--- config.mk ---
export PLATFORM = sky130hd
export DESIGN_NAME = args_delay_prog
export DESIGN_NICKNAME = d
export VERILOG_FILES = /design/src/rtl/args_delay_prog.sv
export SDC_FILE = /design/constraint.sdc
export NUM_CORES = 2
export LEC_CHECK = 0
export BUFFER_PORTS_ARGS = -buffer_cell sky130_fd_sc_hd__buf_2
export CAP_MARGIN = 20
export CELL_PAD_IN_SITES_DETAIL_PLACEMENT = 1
export CELL_PAD_IN_SITES_GLOBAL_PLACEMENT = 2
export CORE_ASPECT_RATIO = 0.9
export CORE_MARGIN = 2
export CORE_UTILIZATION = 46
export DETAILED_ROUTE_END_ITERATION = 10
export GPL_ROUTABILITY_DRIVEN = 0
export PLACE_DENSITY = 0.81
export SYNTH_ARGS = -nofsm -noshare
export SYNTH_HDL_FRONTEND = slang
export SYNTH_MEMORY_MAX_BITS = 65536
export SYNTH_SLANG_ARGS = --single-unit
--- constraint.sdc ---
create_clock -name clk -period 3.8 [get_ports clk]
set_clock_uncertainty 0.05 [all_clocks]
set_input_delay 0 -clock clk [delete_from_list [all_inputs] [get_ports clk]]
set_output_delay 0 -clock clk [all_outputs]
set_load 0.02 [all_outputs]
--- src/rtl/args_delay_prog.sv ---
// args_delay_prog: runtime-programmable delay line (1..MAX_DELAY cycles) for a data bus plus valid.
// Optional clock enable port ce via `define ARGS_DELAY_PROG_CE_EN.
module args_delay_prog #(
  parameter int    WIDTH     = 8,
  parameter int    MAX_DELAY = 512,
  parameter int    DEF_DELAY = 16,
  parameter string TYPE      = "BRAM",
  localparam int   DW        = $clog2(MAX_DELAY + 1)
) (
  input  logic             clk,
  input  logic             rst_n,
`ifdef ARGS_DELAY_PROG_CE_EN
  input  logic             ce,
`endif
  input  logic             cfg_load,
  input  logic [DW-1:0]    cfg_delay,
  input  logic             in_valid,
  input  logic [WIDTH-1:0] in_data,
  output logic             out_valid,
  output logic [WIDTH-1:0] out_data,
  output logic [DW-1:0]    cur_delay,
  output logic             priming,
  output logic             cfg_err
);
  localparam int AW    = $clog2(MAX_DELAY);
  localparam int DEPTH = 1 << AW;
  logic            adv, acc;
  logic [AW-1:0]   wptr_q, wptr_d, raddr;
  logic [DW-1:0]   cur_q, cur_d, cnt_q, cnt_d;
  logic [WIDTH:0]  byp_q, byp_d, rd_q, sel;
  logic            err_q, err_d;
  (* ram_style = TYPE *) logic [WIDTH:0] mem [DEPTH];
`ifdef ARGS_DELAY_PROG_CE_EN
  assign adv = ce;
`else
  assign adv = 1'b1;
`endif
  always_comb begin
    acc    = cfg_load && cfg_delay != '0 && cfg_delay <= DW'(MAX_DELAY);
    err_d  = cfg_load && !acc;
    cur_d  = acc ? cfg_delay : cur_q;
    cnt_d  = acc ? cfg_delay : (adv && cnt_q != '0) ? cnt_q - 1'b1 : cnt_q;
    wptr_d = adv ? wptr_q + 1'b1 : wptr_q;
    byp_d  = adv ? {in_valid, in_data} : byp_q;
    raddr  = wptr_q - AW'(cur_q - 1'b1);
  end
  always_ff @(posedge clk or negedge rst_n) begin
    if (!rst_n) begin
      wptr_q <= '0;
      cur_q  <= DW'(DEF_DELAY);
      cnt_q  <= DW'(DEF_DELAY);
      byp_q  <= '0;
      err_q  <= 1'b0;
    end else begin
      wptr_q <= wptr_d;
      cur_q  <= cur_d;
      cnt_q  <= cnt_d;
      byp_q  <= byp_d;
      err_q  <= err_d;
    end
  end
  // Unreset storage with registered read so it maps onto block/distributed RAM
  always_ff @(posedge clk) begin
    if (adv) begin
      mem[wptr_q] <= {in_valid, in_data};
      rd_q        <= mem[raddr];
    end
  end
  // D=1 reads from the bypass register; delay only changes under priming, so the mux never glitches out
  assign sel       = (cur_q == DW'(1)) ? byp_q : rd_q;
  assign priming   = cnt_q != '0;
  assign out_valid = !priming && sel[WIDTH];
  assign out_data  = priming ? '0 : sel[WIDTH-1:0];
  assign cur_delay = cur_q;
  assign cfg_err   = err_q;
endmodule
==> results.ini <==
[run_status]
outcome = finished, violations left
violations = setup timing

[synthesis]
yosysMostFrequentCell = edfxtp_1
seq_area_frac_synth = 0.769
yosysUniqueCellTypes = 69
synthCells = 8641
postSynth.asyncResetShare = 0.00838
ys.warnings.count = 0
yosys.area.top_type = edfxtp_1
synth-edff-count = 4608
syn_area_per_cell_um2 = 21.0
ys.flop_type = edfxtp_1
synthTopCellsByArea = edfxtp_1, mux4_2, mux2i_1, nor2_1, nand2_1
synth-seq-cells = 4656
yosys.area.top_type_share = 0.763
synth_common_cells = edfxtp_1, mux4_2, nor2_1, nand2_1, mux2i_1
netlist_area_um2 = 181000
syn-num-nets = 8684

[detailed_routing]
firstDrtPassIters = 8
wl_um = 526000
wire_per_inst_um = 34.1
drc = 0
dr_total_vias = 95944
viasPerCell = 6.22
ant_nets = 0
drt_iter0_markers = 13631

[global_route]
first_global_vias = 100627
grt_use_total = 0.263
grt_max_degree = 179
grt_pass1_wl_um = 757000
antenna_found_initial = 25
grt.overflow.total = 0

[place]
place_hpwl_um = 325000
placed_cells = 14500
dp_worst_setup_slack_ns = -1.34
numPortBuffers = 42

[min_path]
min-delay-start = in_data[6]
hold_end = mem[328][6]
whs_path_depth = 2
min_path_type = primary input to register

[worst_setup_path]
cp-end-kind = register
cp.arrival_ns = 5.47
cp_num_buf_inv = 6
critPathKind = register to register
r2r_end = rd_q[3]
crit_family = adder cells
r2r_slack_ns = -0.83
crit_chain = ha_4 -> inv_4 -> ha_4 -> inv_2 -> fa_4 -> buf_12 -> buf_16 -> buf_12 -> mux4_2 -> nor2b_4 -> a211oi_2 -> a31oi_1 -> o2111ai_2 -> o21ai_1 -> buf_4 -> a22o_4 -> or4_4
worstPathMaxFanout = 7
r2r_start = cur_delay[1]
cp-start-kind = register
r2r_cells = 17
cp_slowest_cell = fa_4
cp_data_required_time_ns = 4.64
slowest_delay_ns = 0.84

[finish]
filler_cell_count = 34053
drive_gt1_frac = 0.313
finalCoreUtilization = 0.543
layout.cells.non_filler = 15414
nNetsFinal = 9902
areaGrowthSynthToFinish_pct = 17.4

[floorplan]
core.rowCount = 218
die_h_um = 600
die_x_um = 666
dieArea_um2 = 399000
io_pins = 43
initial_core_util = 0.462
coreArea_um2 = 392000

[clock_tree]
cts_max_level = 5
root_buffer = clkbuf_16
insertion_delay_ns = 1.02
cts_tree = yes
cts_sinks = 4656
cts_buffers = 448
clock_path_buffers = 4
clk_pin_slew_worst_paths_ns = 0.06

[sta]
setup_slack_ns = -0.833
hold_viol_final = 0
setup_viol = 9
finalCriticalPeriod_ns = 4.63
slew_headroom = 0.145
tightest_slew_ns = 1.28
rsz0062_at_grt = yes
fmax_mhz = 216
holdWs_ns = 0.00409
finalCritPeriodShare = 1.22
slew_viol_final = 0

[pwr]
fin_total_pwr_w = 0.127
peakVddDrop_v = 0.000456
p_leak_nw = 69.1
p_per_area_nw_per_um2 = 598

[job]
max_cap_viol_count = 0

[logic make-up (layout without fill, tap and decap cells)]
logic type / after synthesis / count (layout) / share of synthesized area
compound gates: 532 / 532 / 0.0209
simple gates: 1389 / 1389 / 0.0312
xor+xnor: 20 / 20 / 0.00107
mux: 1469 / 1469 / 0.161
buf+inv: 554 / 2146 / 0.0155
flops: 4656 / 4656 / 0.769
fa+ha+maj: 21 / 21 / 0.00149
other cells: 0 / 11 / 0
[final cells by class]
cell class | count | area, um^2 | share of cell area
sequential | 4656 | 140000 | 0.655
multi-input combinational | 3431 | 40100 | 0.188
timing repair buffer | 1302 | 12700 | 0.0594
clock buffer | 534 | 11600 | 0.0546
tap | 5170 | 6470 | 0.0304
clock inverter | 290 | 2550 | 0.0120
inverter | 20 | 82.6 | 0.000388
antenna | 11 | 27.5 | 0.000129
[power by group]
group          switching, W  leakage [nW]  internal (W)
logic                0.0153          20.2        0.0114
clock network        0.0197          6.96        0.0243
registers          0.000123          42.0        0.0565
total                0.0351          69.1        0.0923
[how the worst max path moves through the flow]
| stage | endpoint | startpoint | depth (start not counted) | slack [ns] |
|---|---|---|---|---|
| 5_1_grt | rd_q[5] | wptr_q[1] | 17 | -0.89 |
| 2_1_floorplan | rd_q[3] | cur_delay[1] | 16 | 0.001 |
| 6_report | rd_q[3] | cur_delay[1] | 17 | -0.83 |
| 3_3_place_gp | rd_q[2] | wptr_q[1] | 17 | -1.31 |
| 4_1_cts | rd_q[6] | wptr_q[1] | 18 | -0.73 |
| 3_5_place_dp | rd_q[2] | wptr_q[1] | 17 | -1.34 |
[flip-flops by register name, indices dropped and copies added (netlist names)]
| register | count |
|---|---|
| cfg_err | 1 |
| wptr_q | 9 |
| cnt_q | 10 |
| rd_q | 9 |
| mem | 4608 |
| byp_q | 9 |
| cur_delay | 10 |
[stage by stage]
step           cell area [um^2]  setup TNS [ns]
2_1_floorplan            181000               0
3_3_place_gp             197000          -10.07
3_5_place_dp             197000          -10.46
4_1_cts                  213000           -6.38
5_1_grt                  213000           -7.60
6_report                 213000           -7.09
[worst reg2reg max path: stages (launching register included)]
cell	delay (ns)
dfrtp_1	0.43
ha_4	0.27
inv_4	0.05
ha_4	0.12
inv_2	0.04
fa_4	0.84
buf_12	0.16
buf_16	0.18
buf_12	0.15
mux4_2	0.31
nor2b_4	0.15
a211oi_2	0.18
a31oi_1	0.10
o2111ai_2	0.35
o21ai_1	0.15
buf_4	0.18
a22o_4	0.26
or4_4	0.53
[timing repair]
action                                  4_1_cts  5_1_grt
hold endpoints to repair                   4189        0
cloned                                        9        3
pin swaps                                    38       37
buffers inserted                             23        6
gates resized for setup                     170       56
hold buffers                                 44        0
endpoints found under the setup margin       18       18
[layout by cell type (no fill, tap or decap), types with 17 or more instances in the layout]
master | netlist | layout
nor2b_1 | 62 | 61
nand3_1 | 80 | 80
nor2_1 | 625 | 623
nor3_1 | 38 | 36
nand2_1 | 539 | 521
bufinv_16 | 0 | 36
a211oi_2 | 0 | 26
mux4_2 | 1155 | 1155
a21oi_1 | 79 | 78
clkinv_1 | 0 | 120
a31oi_1 | 20 | 19
buf_12 | 2 | 183
o21ai_1 | 3 | 27
clkbuf_1 | 180 | 81
o21ai_0 | 123 | 90
a211oi_1 | 75 | 49
dfrtp_1 | 37 | 37
dlygate4sd3_1 | 0 | 42
a32o_1 | 40 | 34
buf_4 | 57 | 998
edfxtp_1 | 4608 | 4608
mux2i_1 | 312 | 300
buf_2 | 218 | 33
clkinv_2 | 0 | 95
nand2_4 | 0 | 18
a221oi_1 | 34 | 30
a311oi_1 | 28 | 17
clkbuf_16 | 0 | 456
a222oi_1 | 24 | 24
[per-layer routing]
| metal | part of all wire | wire length, um | GRT usage |
|---|---|---|---|
| met1 | 0.39 | 205000 | 0.368 |
| met2 | 0.47 | 249000 | 0.415 |
| met3 | 0.097 | 51100 | 0.0500 |
| met4 | 0.040 | 20800 | 0.0937 |
| met5 | 0.00035 | 184 | 0 |
(Power assumes the default switching activity.)
